### src/rtl/fwd_pipe.sv
// In-order instruction pipe with load-use hazard stall and global backpressure.
// Optional FWD_PIPE_STATS_EN adds 32-bit issue/stall/backpressure counters.
`timescale 1ns/1ps
module fwd_pipe #(
    parameter int          DEPTH    = 2,
    parameter int          XLEN     = 32,
    parameter int          RW       = 5,
    // Encoding of the memory instruction type; must match `MEM in const.v.
    parameter logic [2:0]  MEM_TYPE = 3'd2
) (
    input  logic            clk,
    input  logic            rst,
    input  logic            rdy,
    input  logic            in_valid,
    input  logic            in_is_vec,
    input  logic [2:0]      in_type,
    input  logic [RW-1:0]   in_rd,
    input  logic [RW-1:0]   in_rs1,
    input  logic [RW-1:0]   in_rs2,
    input  logic [XLEN-1:0] in_pc,
    input  logic [XLEN-1:0] in_imm,
    output logic            in_ready,
    output logic            stall,
    input  logic            out_ready,
    output logic            out_valid,
    output logic            out_is_vec,
    output logic [2:0]      out_type,
    output logic [RW-1:0]   out_rd,
    output logic [XLEN-1:0] out_pc,
    output logic [XLEN-1:0] out_imm
`ifdef FWD_PIPE_STATS_EN
    ,
    output logic [31:0]     stat_issue,
    output logic [31:0]     stat_stall,
    output logic [31:0]     stat_bp
`endif
);

    typedef struct packed {
        logic            valid;
        logic            is_vec;
        logic [2:0]      typ;
        logic [RW-1:0]   rd;
        logic [XLEN-1:0] pc;
        logic [XLEN-1:0] imm;
    } stage_t;

    stage_t stage_q [DEPTH];
    stage_t stage_d [DEPTH];

    logic adv;
    logic hazard;
    logic hit;
    logic accept;

    assign adv = rdy && !(out_valid && !out_ready);

    // The last stage is scanned too, even while it is leaving this cycle.
    always_comb begin
        // NOTE: defaults first so every path assigns every variable (no latches).
        hit = 1'b0;
        for (int k = 0; k < DEPTH; k++) begin
            if (stage_q[k].valid && stage_q[k].typ == MEM_TYPE &&
                stage_q[k].rd != '0 && stage_q[k].is_vec == in_is_vec &&
                (stage_q[k].rd == in_rs1 || stage_q[k].rd == in_rs2)) begin
                hit = 1'b1;
            end
        end
    end

    assign hazard   = in_valid && hit;
    assign stall    = hazard;
    assign in_ready = adv && !hazard;
    assign accept   = in_valid && in_ready;

    always_comb begin
        stage_d = stage_q;
        if (adv) begin
            // A bubble still carries the input fields; only valid matters.
            stage_d[0].valid  = accept;
            stage_d[0].is_vec = in_is_vec;
            stage_d[0].typ    = in_type;
            stage_d[0].rd     = in_rd;
            stage_d[0].pc     = in_pc;
            stage_d[0].imm    = in_imm;
            for (int k = 1; k < DEPTH; k++) begin
                stage_d[k] = stage_q[k-1];
            end
        end
    end

    always_ff @(posedge clk) begin
        if (rst) begin
            // NOTE: every field is cleared, not just valid, so out_* read as zero after reset.
            for (int k = 0; k < DEPTH; k++) begin
                stage_q[k] <= '0;
            end
        end else begin
            stage_q <= stage_d;
        end
    end

    assign out_valid  = stage_q[DEPTH-1].valid;
    assign out_is_vec = stage_q[DEPTH-1].is_vec;
    assign out_type   = stage_q[DEPTH-1].typ;
    assign out_rd     = stage_q[DEPTH-1].rd;
    assign out_pc     = stage_q[DEPTH-1].pc;
    assign out_imm    = stage_q[DEPTH-1].imm;

`ifdef FWD_PIPE_STATS_EN
    logic [31:0] stat_issue_q;
    logic [31:0] stat_stall_q;
    logic [31:0] stat_bp_q;

    always_ff @(posedge clk) begin
        if (rst) begin
            stat_issue_q <= '0;
            stat_stall_q <= '0;
            stat_bp_q    <= '0;
        end else begin
            if (accept)                          stat_issue_q <= stat_issue_q + 32'd1;
            if (rdy && hazard)                   stat_stall_q <= stat_stall_q + 32'd1;
            if (rdy && out_valid && !out_ready)  stat_bp_q    <= stat_bp_q + 32'd1;
        end
    end

    assign stat_issue = stat_issue_q;
    assign stat_stall = stat_stall_q;
    assign stat_bp    = stat_bp_q;
`endif

endmodule

### config.mk
export PLATFORM = sky130hd
export DESIGN_NAME = fwd_pipe
export DESIGN_NICKNAME = d
export VERILOG_FILES = /design/src/rtl/fwd_pipe.sv
export SDC_FILE = /design/constraint.sdc
export NUM_CORES = 1
export LEC_CHECK = 0
export ABC_AREA = 1
export CAP_MARGIN = 20
export CORE_MARGIN = 1.5
export CORE_UTILIZATION = 40
export CTS_CLUSTER_DIAMETER = 60
export DETAILED_ROUTE_END_ITERATION = 12
export PLACE_DENSITY = 0.68
export RECOVER_POWER = 100
export SLEW_MARGIN = 25
export SYNTH_ARGS = -nofsm -noshare
export SYNTH_HDL_FRONTEND = slang
export SYNTH_SLANG_ARGS = --single-unit
export TNS_END_PERCENT = 5
### constraint.sdc
create_clock -name clk -period 2.6 [get_ports clk]
set_clock_uncertainty 0.2 [all_clocks]
set_input_delay 0.52 -clock clk [delete_from_list [all_inputs] [get_ports clk]]
set_output_delay 0.52 -clock clk [all_outputs]
set_load 0.1 [all_outputs]
### After elaboration in Yosys (flattened, before gate mapping)

Cells that the tools add are included.

| operators by class | value |
|---|---|
| add/sub/neg operators | 0 |
| $mul | 0 |
| divide/modulo/power cells | 0 |
| order comparisons | 0 |
| equal/unequal tests | 8 |
| shifts and indexed selects | 0 |
| mux-type cells | 2 |
| bitwise logic cells | 0 |
| reduce and logical (&&, ||, !) cells | 20 |

Operators with widths:

| kind | number |
|---|---|
| 5-bit == test | 4 |
| 1-bit logical AND | 13 |
| 5-bit nonzero test | 2 |
| 3-bit by 2-bit == test with 1-bit output, second input constant | 2 |
| 1-bit logical NOT | 3 |
| 1-bit == test | 2 |
| 1-bit logical OR | 2 |
| 1-bit 2-to-1 mux | 2 |

| word-level totals | value |
|---|---|
| flip-flop bits (word level) | 148 |
| bits in latches | 0 |
| bits in writable memories | 0 |
| bits in read-only memories | 0 |
| input bits | 88 |
| output and inout bits | 76 |
| logic and storage cells | 42 |
| memories kept | 0 |

### Depth between registers and ports, before layout

| logic depth | value |
|---|---|
| depth in word-level cells | 11 |
| depth in mapped cells | 9 |
| gate-level depth less buffers | 9 |

### Worst setup path before layout

Ideal clock, no wire load.

| timing | value |
|---|---|
| kind | register -> output |
| start | register stage_q, in the netlist out_is_vec |
| end | output in_ready |
| arrival time | 3083 ps |
| data required time | 1880 ps |
| path slack | -1203 ps |
| stages on the path, launching flop included | 7 |
| path buffers | 0 |
| cells stage by stage | dfxtp_1 > xnor2_1 > nand4_1 > nor2_1 > nand2_1 > a21boi_2 > nor2_1 |

| between the ends | value |
|---|---|
| word-level cells in the longest chain between the ends | 7 |

RTL lines:

| item | RTL line | text |
|---|---|---|
| start: declaration | 48 | `stage_t stage_q [DEPTH];` |
| start signal: assignment | 99 | `stage_q <= stage_d;` |
| 1-bit == test | 64 | `stage_q[k].rd != '0 && stage_q[k].is_vec == in_is_vec &&` |
| 1-bit logical AND (2 in a row) | 64 |  |
| 1-bit 2-to-1 mux | 63 | `if (stage_q[k].valid && stage_q[k].typ == MEM_TYPE &&` |
| 1-bit logical AND | 71 | `assign hazard = in_valid && hit;` |
| named net stall | 23 | `output logic stall,` |
| 1-bit logical NOT | 73 | `assign in_ready = adv && !hazard;` |
| 1-bit logical AND | 73 |  |
| end: declaration | 22 | `output logic in_ready,` |

The timed path passes the listed nets, and every way through them passes these cells.

### Worst setup path in the final report

| timing | value |
|---|---|
| start | input in_is_vec |
| end | output stall |

| between the ends | value |
|---|---|
| word-level cells in the longest chain between the ends | 6 |
| elaborated cells between the ends (all ways) | 9 |
| those cells by class | eq/ne: 2; mux: 2; reduce/logical: 5 |

RTL lines:

| item | RTL line | text |
|---|---|---|
| start: declaration | 15 | `input logic in_is_vec,` |
| 1-bit == test | 64 |  |
| 1-bit logical AND (2 in a row) | 64 |  |
| 1-bit 2-to-1 mux | 63 |  |
| 1-bit 2-to-1 mux * | 63 |  |
| 1-bit logical AND * | 71 |  |
| end: declaration | 23 |  |

Mark *: on every way between the ends. The rest lies on a longest branch, timed or not.

==> results.md <==
* Worst setup EP type: primary output
* Ys flop type: dfxtp_1
* WP data required at 1.88 ns
* Vias after detailed routing at 4915
* Clk network pwr share at 0.410
* Rel. slew slack at 0.3396
* Antenna-violating nets left at 0
* Delay of the slowest critical-path stage at 0.28 ns
* Full die area at 15740 um2
* Number of cells on the critical path at 6
* Combinational share of power at 0.198
* TritonCTS buffer count at 17
* Status: finished clean
* Final period util at 0.9561
* CTS tree: done
* Yosys Warn Count at 0
* GRT Residual Overflow at 0
* Top cells by count, synth: nor2_1, dfxtp_1, o21ai_0
* Clk_lat worst skew at 0.41 ns
* WP buf/inv at 2
* Inst Count DP at 1031
* Core Box Area at 14590 um2
* Max cap viols at 0
* Via density at 4.624
* Final HPWL DP at 8080 um
* Initial Util at 0.4111
* Sequential Power Share at 0.392
* Top delay family on crit path: buffers and inverters
* First-pass GRT wire length at 20440 um
* Syn Nets at 885
* Fillers at 1515
* DP Area at 7061 um2
* CTS Hold Bufs at 0
* Drt total wl at 12430 um
* Die Wd at 125.5 um
* Hold Crit Class: reg2reg
* Largest net degree at the start of global routing at 102
* Nets at 954
* Worst reg2reg path depth at 6
* Power Dens Cells at 866.3 nW/um2
* WL/cell at 11.70 um
* # diodes at 0
* Startpoint types: input pin
* Clock Tree Root: clkbuf_16
* Row count at 44
* Switch share at 0.3066
* Internal power at 4.505 mW
* Final non-filler cell total at 1063
* Count leader, synth: nor2_1
* CP max FO at 3
* Async set-reset flop share out of synthesis at 0
* Port Buf Inserts at 163
* Slew @ Worst Pin at 0.9906 ns
* DR iter-0 viols at 259
* Max Fclk at 402.3 MHz
* Pins over their slew limit at 0
* GRT Resource Usage Total at 0.1593
* P_sw at 1.991 mW
* Endpoints failing hold at 0
* Reg2Reg Capture Point: stage_q[147]
* Critical path endpoint: stall
* Cell Chain, Critical Path: dlygate4sd2_1, xor2_1, nor3_1, nand2_2, a21boi_4, buf_8
* Setup total negative slack at 0 ns
* GPL Wtd Cong at 0.8169
* Critical path arrival at 1.77 ns
* Final setup vio count at 0
* Register area share after synthesis at 0.4940
* Worst path slowest cell: dlygate4sd2_1
* Clock slew at reported path FFs at 0.05 ns
* CP Launch Point: in_is_vec
* Post-route cell area at 7498 um2
* Mapped Area at 5998 um2
* I/O pins at 164
* Area Overhead vs Synth at 25.01%
* Yosys top cell area share at 0.4940
* Synth area leaders: dfxtp_1, nor2_1, o21ai_0
* Post-Syn Instances at 797
* EDFF count, synth at 0
* Max rail drop VDD at 403.1 uV
* Antenna violations before repair at 0
* Distinct cell type count after synthesis at 17
* Die height at 125.5 um
* RSZ-0062 raised after global routing: no
* Avg Cell Area, Syn at 7.526 um2
* P_leak at 3.336 nW
* # DRC at 0
* Layout cells sized above 1 at 0.1559
* Clk buf depth at 2
* Drt first pass iters at 4
* CTS H-tree depth at 4
* Crit Path Category: in2out
* FF+latch count, synth at 148
* Post-CTS Setup Bufs at 0
* Worst flop-to-flop path startpoint: out_valid
* Reg2reg setup slack at 0.43 ns
* Clock Sinks at 148
* Leading area contributor after synthesis: dfxtp_1
* Minimum clock period at 2.486 ns
* Vias in the first global route at 4356
layer usage:
metal | GRT usage | routed length [um] | vias up
met5 | 0 | 0 | -
met1 | 0.2095 | 6085 | 2181
met3 | 0.05049 | 795 | 17
met4 | 0.06417 | 202 | 0
met2 | 0.2426 | 5349 | 126
li1 | - | - | 2591
through the flow:
step                      worst slack [ns]    util  total power [mW]  hold slack (ns)
after floorplan                   0.009382       -             3.701           0.2481
after global placement             -0.1418  0.4840             3.947           0.2554
after detailed placement           -0.1529  0.4840             3.958           0.2647
after CTS                         0.006441  0.5279             6.625           0.2783
after global routing               0.01610  0.5140             6.781           0.2947
final                               0.1142  0.5140             6.496           0.2708
worst min-delay path, stage by stage (launching register included):
cell     delay (ns)
dfxtp_1        0.32
nor2_1         0.04
nor2_1         0.08
power by group through the flow:
| stage | registers [mW] | logic (mW) | clock network (mW) |
|---|---|---|---|
| after detailed placement | 2.60 | 1.36 | 0 |
| after CTS | 2.55 | 1.36 | 2.72 |
| after global routing | 2.57 | 1.38 | 2.83 |
| after floorplan | 2.59 | 1.12 | 0 |
| after global placement | 2.59 | 1.35 | 0 |
| final | 2.55 | 1.29 | 2.66 |
cell families after synthesis:
group,count (synthesis),share of synthesized area
xor+xnor,11,0.01606
simple gates,341,0.2161
flops,148,0.4940
compound gates,158,0.1348
buf+inv,139,0.1391
flip-flops by register name, indices dropped and copies added, names as in the netlist:
name        flops
stage_q        74
out_imm        32
out_pc         32
out_rd          5
out_type        3
out_is_vec      1
out_valid       1
area by class of cell:
class,count,area (um2),area share
clock buffer,21,450.4,0.06007
timing repair buffer,170,1334,0.1779
multi-input combinational,510,2223,0.2965
clock inverter,11,197.7,0.02636
tap,184,230.2,0.03070
inverter,19,75.07,0.01001
sequential,148,2988,0.3985
worst min path at each step:
| stage | startpoint | endpoint | cells after the start |
|---|---|---|---|
| after floorplan | stage_q[147] | stage_q[147] | 2 |
| after global placement | stage_q[131] | stage_q[131] | 2 |
| after detailed placement | stage_q[135] | stage_q[135] | 2 |
| after CTS | stage_q[82] | stage_q[82] | 2 |
| after global routing | stage_q[147] | stage_q[147] | 2 |
| final | stage_q[82] | stage_q[82] | 2 |
timing repair:
action	CTS	global route
resized for setup	12	17
pin swaps	1	2
setup endpoints to repair	2	2
cell usage in the layout (no fill, tap or decap), types with 3 or more instances in the layout:
| master | count |
|---|---|
| dfxtp_1 | 136 |
| clkbuf_1 | 3 |
| xnor2_1 | 5 |
| bufinv_16 | 5 |
| xor2_1 | 6 |
| clkbuf_2 | 76 |
| clkbuf_16 | 17 |
| nand2_1 | 35 |
| dfxtp_4 | 4 |
| o21ai_0 | 147 |
| inv_1 | 12 |
| nor2_1 | 291 |
| buf_12 | 3 |
| clkdlybuf4s50_1 | 76 |
| dfxtp_2 | 8 |
| inv_2 | 5 |
| a21oi_1 | 9 |
| dlygate4sd2_1 | 10 |
| nand3_1 | 6 |
| nor3_1 | 3 |
No activity file was read; power rests on OpenSTA's default activity.
